## src/rtl/axis_upsizer.sv

```systemverilog
// AXI-Stream width upsizer: packs RATIO slave beats into one master word,
// closing a word early on tlast. Single output register, one cycle latency.
module axis_upsizer #(
  parameter int S_TDATA_WIDTH = 64,
  parameter int RATIO         = 2
) (
  input  logic                               clk,
  input  logic                               rst,
  input  logic                               s_axis_tvalid,
  output logic                               s_axis_tready,
  input  logic [S_TDATA_WIDTH-1:0]           s_axis_tdata,
  input  logic [S_TDATA_WIDTH/8-1:0]         s_axis_tkeep,
  input  logic                               s_axis_tlast,
  input  logic                               s_axis_tuser,
  output logic                               m_axis_tvalid,
  input  logic                               m_axis_tready,
  output logic [S_TDATA_WIDTH*RATIO-1:0]     m_axis_tdata,
  output logic [S_TDATA_WIDTH*RATIO/8-1:0]   m_axis_tkeep,
  output logic                               m_axis_tlast,
  output logic                               m_axis_tuser
);

  localparam int M_TDATA_WIDTH = S_TDATA_WIDTH * RATIO;
  localparam int S_KEEP_W      = S_TDATA_WIDTH / 8;
  localparam int M_KEEP_W      = M_TDATA_WIDTH / 8;
  localparam int IDX_W         = $clog2(RATIO);
  localparam logic [IDX_W-1:0] LAST_IDX = IDX_W'(RATIO - 1);

  logic [IDX_W-1:0]         idx_q, idx_d;
  logic [M_TDATA_WIDTH-1:0] acc_data_q, acc_data_d, merged_data;
  logic [M_KEEP_W-1:0]      acc_keep_q, acc_keep_d, merged_keep;
  logic                     acc_user_q, acc_user_d;
  logic                     m_valid_q, m_valid_d;
  logic [M_TDATA_WIDTH-1:0] m_data_q, m_data_d;
  logic [M_KEEP_W-1:0]      m_keep_q, m_keep_d;
  logic                     m_last_q, m_last_d;
  logic                     m_user_q, m_user_d;
  logic                     accept, complete;

  assign s_axis_tready = !m_valid_q || m_axis_tready;
  assign accept        = s_axis_tvalid && s_axis_tready;
  assign complete      = accept && ((idx_q == LAST_IDX) || s_axis_tlast);

  assign m_axis_tvalid = m_valid_q;
  assign m_axis_tdata  = m_data_q;
  assign m_axis_tkeep  = m_keep_q;
  assign m_axis_tlast  = m_last_q;
  assign m_axis_tuser  = m_user_q;

  // Lanes above idx are still zero in the accumulator, so an early tlast
  // leaves the unfilled upper lanes cleared without extra masking.
  always_comb begin
    merged_data = acc_data_q;
    merged_keep = acc_keep_q;
    for (int l = 0; l < RATIO; l++) begin
      if (idx_q == IDX_W'(l)) begin
        merged_data[l*S_TDATA_WIDTH +: S_TDATA_WIDTH] = s_axis_tdata;
        merged_keep[l*S_KEEP_W +: S_KEEP_W]           = s_axis_tkeep;
      end
    end
  end

  always_comb begin
    idx_d      = idx_q;
    acc_data_d = acc_data_q;
    acc_keep_d = acc_keep_q;
    acc_user_d = acc_user_q;
    m_valid_d  = m_valid_q && !m_axis_tready;
    m_data_d   = m_data_q;
    m_keep_d   = m_keep_q;
    m_last_d   = m_last_q;
    m_user_d   = m_user_q;
    if (accept) begin
      if (complete) begin
        idx_d      = '0;
        acc_data_d = '0;
        acc_keep_d = '0;
        acc_user_d = 1'b0;
        m_valid_d  = 1'b1;
        m_data_d   = merged_data;
        m_keep_d   = merged_keep;
        m_last_d   = s_axis_tlast;
        m_user_d   = acc_user_q | s_axis_tuser;
      end else begin
        idx_d      = idx_q + IDX_W'(1);
        acc_data_d = merged_data;
        acc_keep_d = merged_keep;
        acc_user_d = acc_user_q | s_axis_tuser;
      end
    end
  end

  always_ff @(posedge clk) begin
    if (rst) begin
      idx_q      <= '0;
      acc_data_q <= '0;
      acc_keep_q <= '0;
      acc_user_q <= 1'b0;
      m_valid_q  <= 1'b0;
      m_data_q   <= '0;
      m_keep_q   <= '0;
      m_last_q   <= 1'b0;
      m_user_q   <= 1'b0;
    end else begin
      idx_q      <= idx_d;
      acc_data_q <= acc_data_d;
      acc_keep_q <= acc_keep_d;
      acc_user_q <= acc_user_d;
      m_valid_q  <= m_valid_d;
      m_data_q   <= m_data_d;
      m_keep_q   <= m_keep_d;
      m_last_q   <= m_last_d;
      m_user_q   <= m_user_d;
    end
  end

endmodule

```

## config.mk

```make
export PLATFORM = sky130hd
export DESIGN_NAME = axis_upsizer
export DESIGN_NICKNAME = d
export VERILOG_FILES = /design/src/rtl/axis_upsizer.sv
export SDC_FILE = /design/constraint.sdc
export NUM_CORES = 1
export LEC_CHECK = 0
export CORE_ASPECT_RATIO = 1.25
export CORE_MARGIN = 2
export CORE_UTILIZATION = 40
export CTS_CLUSTER_SIZE = 8
export DETAILED_ROUTE_END_ITERATION = 7
export PLACE_DENSITY_LB_ADDON = 0.08
export SYNTH_ARGS = -nofsm -noshare
export SYNTH_HDL_FRONTEND = slang
export SYNTH_SLANG_ARGS = --single-unit
export TNS_END_PERCENT = 30
```

## constraint.sdc

```tcl
create_clock -name clk -period 1.95 [get_ports clk]
set_input_delay 0.585 -clock clk [delete_from_list [all_inputs] [get_ports clk]]
set_output_delay 0.585 -clock clk [all_outputs]
set_load 0.05 [all_outputs]
```

# Word-level counts from Yosys, hierarchy flattened
# Cells that the tools add are included.
dict set report totals {
  regBits 293
  latch_bits 0
  ram_bits 0
  romBits 0
  input_bits 78
  output_inout_bits 148
  word_cells 29
  n_memories 0
}
dict set report op_classes {
  add_sub_neg 1
  n_mul 0
  n_div 0
  order_cmp 0
  eq_ne 0
  n_shift 0
  mux 10
  bitwise_logic 1
  reduce_logical 8
}
# operator n
set ops {}
lappend ops {{$mux W128} 1}
lappend ops {{$mux W64} 2}
lappend ops {{$mux W16} 1}
lappend ops {{$mux W8} 2}
lappend ops {{$mux W1} 4}
lappend ops {{$logic_and A1 B1 Y1} 3}
lappend ops {{$logic_not A1 Y1} 2}
lappend ops {{$logic_or A1 B1 Y1} 2}
lappend ops {{$reduce_and A2 Y1} 1}
lappend ops {{$add A1 B1 Y1 const B} 1}
lappend ops {{$or A1 B1 Y1} 1}

# Depth between registers and ports, before layout
dict set report logic_depth {
  depth_word 6
  mapped_depth 7
  ltp_nobuf 4
}

# Worst setup path after synthesis
# No wires, ideal clock.
dict set report synth_timing {
  path_type {flip-flop to output port}
  start {reg m_valid_q (netlist: m_axis_tvalid)}
  end {out s_axis_tready}
  t_arrival_ps 1349
  slack_ps 16
  stages_incl_launch_ff 5
  n_path_buf 2
  cell_sequence {dfxtp_1 > nor2b_4 > inv_2 > buf_2 > buf_2}
}
dict set report synth_between {
  elab_chain_len 2
}
# item line
set synth_lines {}
lappend synth_lines {{start: declaration} 33} ;# logic m_valid_q, m_valid_d;
lappend synth_lines {{start signal: assignment} 109} ;# m_valid_q <= m_valid_d;
lappend synth_lines {{$logic_not A1 Y1} 40} ;# assign s_axis_tready = !m_valid_q || m_axis_tready;
lappend synth_lines {{$logic_or A1 B1 Y1} 40}
lappend synth_lines {{end: declaration} 10} ;# output logic s_axis_tready,
# Every way passes these cells.

# Worst setup path after layout
# Ends and elaborated chain as after synthesis.

==> results.md <==
* CTS tree: yes
* Floorplan row count at 70
* Initial antenna violation count at 1
* Root Buffer: clkbuf_16
* Finished Layout Cells at 1765
* Most common cell after layout, fill and taps aside: dfxtp_1
* Worst Setup End Kind: output port
* Layout Nets at 1444
* Mux share of post-synthesis cell area at around an eighth
* RSZ-0062 raised after global routing: no
* CP arrival at 1290 ps
* Drt first pass iters at 5
* Run status: finished clean
* PortBufs at 225
* Final Hold Vio Count at 0
* Chip width at ~160 um
* Reg2Reg Launch Point: m_axis_tvalid
* Minimum clock period at 1870 ps
* H-tree depth at 2
* Die Ht at 196 um
* Largest family of logic cells by synthesized area: compound AO/OA/AOI/OAI gates
* Simple-Gate Fraction of Synth Area at 8.19%
* Global-route wire length before repair at 55600 um
* DR iter-0 viols at 558
* Hold WC Path Type: input pin to flop
* Final WL at 35000 um
* Startpoint Class: flop
* # IOs at 226
* Synth Area in XOR/XNOR at 0%
* Share of cells above drive strength 1 at roughly 20%
* Max-slew violation count at 0
* Peak supply drop at 0.754 mV
* DP HPWL at around 21000 um
* Vias in the first global route at approximately 10000
* Hold path start: rst
* Inserted Clock Buffers at between 40 and 50
* Leakage at ~5.7 nW
* Synthesized flop and latch total at a little under 300
* Syn avg cell area at 9.95 um^2
* Initial Util at 40.5%
* Synth Warn # at 0
* Max_slew headroom at 64.2%
* GR Util All Layers at 22.2%
* Synthesized Nets at about 1300
* Adder-cell share of the synthesized area at 0%
* Final Setup Violations at 0
* Largest net degree at the start of global routing at 95
* Grt ovf at 0
* CTS sink cnt at around 290
* Worst setup path class: flop to output port
* Worst slew pin tran at 537 ps
* Clk buf depth at 3
* Routed vias at 10100
* Post-Place Cells at 1717
* Setup TNS at 0 ps
* DR vias/cell at 5.70
* Remaining antenna violation count after routing at 0
* Most frequent cells in the layout: 292 x dfxtp_1, 179 x buf_4, 146 x a31oi_1, 145 x a211oi_1, 144 x mux2i_1
* Post-Syn Instances at roughly 1200
* Clock transition at the registers of the reported paths at ~50 ps
* RD Place Congestion at 0.730
* Die Area at between 30000 and 40000 um^2
* Complex-gate fraction of the synthesized area at 23.4%
* Core ar. at 29200 um^2
* CP Max Fanout at 5
* Post-Syn Area at 11800 um^2
* Hold Slack at 400 ps
* WL per Instance at between 15 and 20 um
* Maximum clock frequency at approximately 530 MHz
* Clk_skew at 19.8 ps
* Max-Cap Viols at 0
* Clock latency on the worst-skew pair at between 500 and 600 ps
* Crit share post-route at 95.9%
* Cell variety after synth at 26
* P per Cell Area at 1030 nW/um^2
* Area growth syn-to-layout at 30.7%
* Register area share after synthesis at about half
* Critical path launch point: m_axis_tvalid
* Critical path data required time at 1360 ps
* # DRC at 0
what timing repair did:
action                     4_1_cts  5_1_grt
hold buffers                     0        0
setup endpoints to repair        1        0
resized for setup                3        0
buffers inserted                 1        0
cell families after synthesis:
kind of cell,after synthesis
simple gates,153
buf+inv,156
mux,144
flops,293
compound gates,440
synthesized netlist by cell type (all sizes together):
cell / number / area [um^2]
and2: 72 / 450
dfxtp: 293 / 5870
inv: 3 / 11.3
nand3: 1 / 5.00
clkbuf: 75 / 298
buf: 78 / 454
a31oi: 147 / 935
o31ai: 1 / 7.51
a21oi: 75 / 375
o21ai: 72 / 360
nor3: 3 / 20.0
nor2: 3 / 18.8
nor2b: 1 / 13.8
mux2i: 144 / 1440
nand4: 72 / 450
or2: 1 / 8.76
a211oi: 145 / 1090
routing by layer:
metal / share of wire, % / vias to the layer above / track usage [%]
met5: 0 / - / 0
met4: 2.1 / 0 / 6.43
met3: 5.3 / 53 / 3.84
met2: 47 / 264 / 35.4
met1: 45 / 4884 / 30.6
li1: - / 4868 / -
final cells by class:
cell class / instances / area, um^2
Fill cell: 2662 / 13700
Sequential cell: 293 / 5870
Multi-Input combinational cell: 737 / 5180
Timing Repair Buffer: 289 / 2770
Clock buffer: 44 / 1080
Tap cell: 396 / 495
Inverter: 3 / 16.3
Clock inverter: 2 / 13.8
Antenna cell: 1 / 2.50
where the power goes:
part	internal, mW	switching [mW]
sequential	6.31	0.190
combinational	1.09	1.96
clock	3.86	2.49
total	11.3	4.65
critical path: stages (launching register included):
cell,delay [ps]
dfxtp_1,330
nor2b_4,200
inv_6,80
buf_8,150
metrics by stage:
step | area, um^2 | utilization [%] | total power, mW | worst slack [ps]
after floorplan | 11800 | - | 8.57 | 16.1
after global placement | 14300 | 49.1 | 9.68 | -218
after detailed placement | 14300 | 49.1 | 9.69 | -244
after CTS | 15400 | 52.9 | 16.0 | 69.1
after global routing | 15400 | 52.9 | 16.5 | 37.4
final | 15400 | 52.9 | 15.9 | 79.1
state kept, by name, indices dropped and copies added (netlist names):
register       count
acc_keep_q        16
m_axis_tkeep      16
m_axis_tvalid      1
m_axis_tlast       1
acc_data_q       128
acc_user_q         1
m_axis_tuser       1
idx_q              1
m_axis_tdata     128
worst paths after layout:
path	slack [ps]	endpoint	cells past startpoint
max	80	s_axis_tready	3
min	400	acc_data_q[1]	2
max reg2reg	360	m_axis_tdata[9]	6
min reg2reg	450	acc_data_q[71]	1
Note: power is estimated with default switching activity, not from simulation.
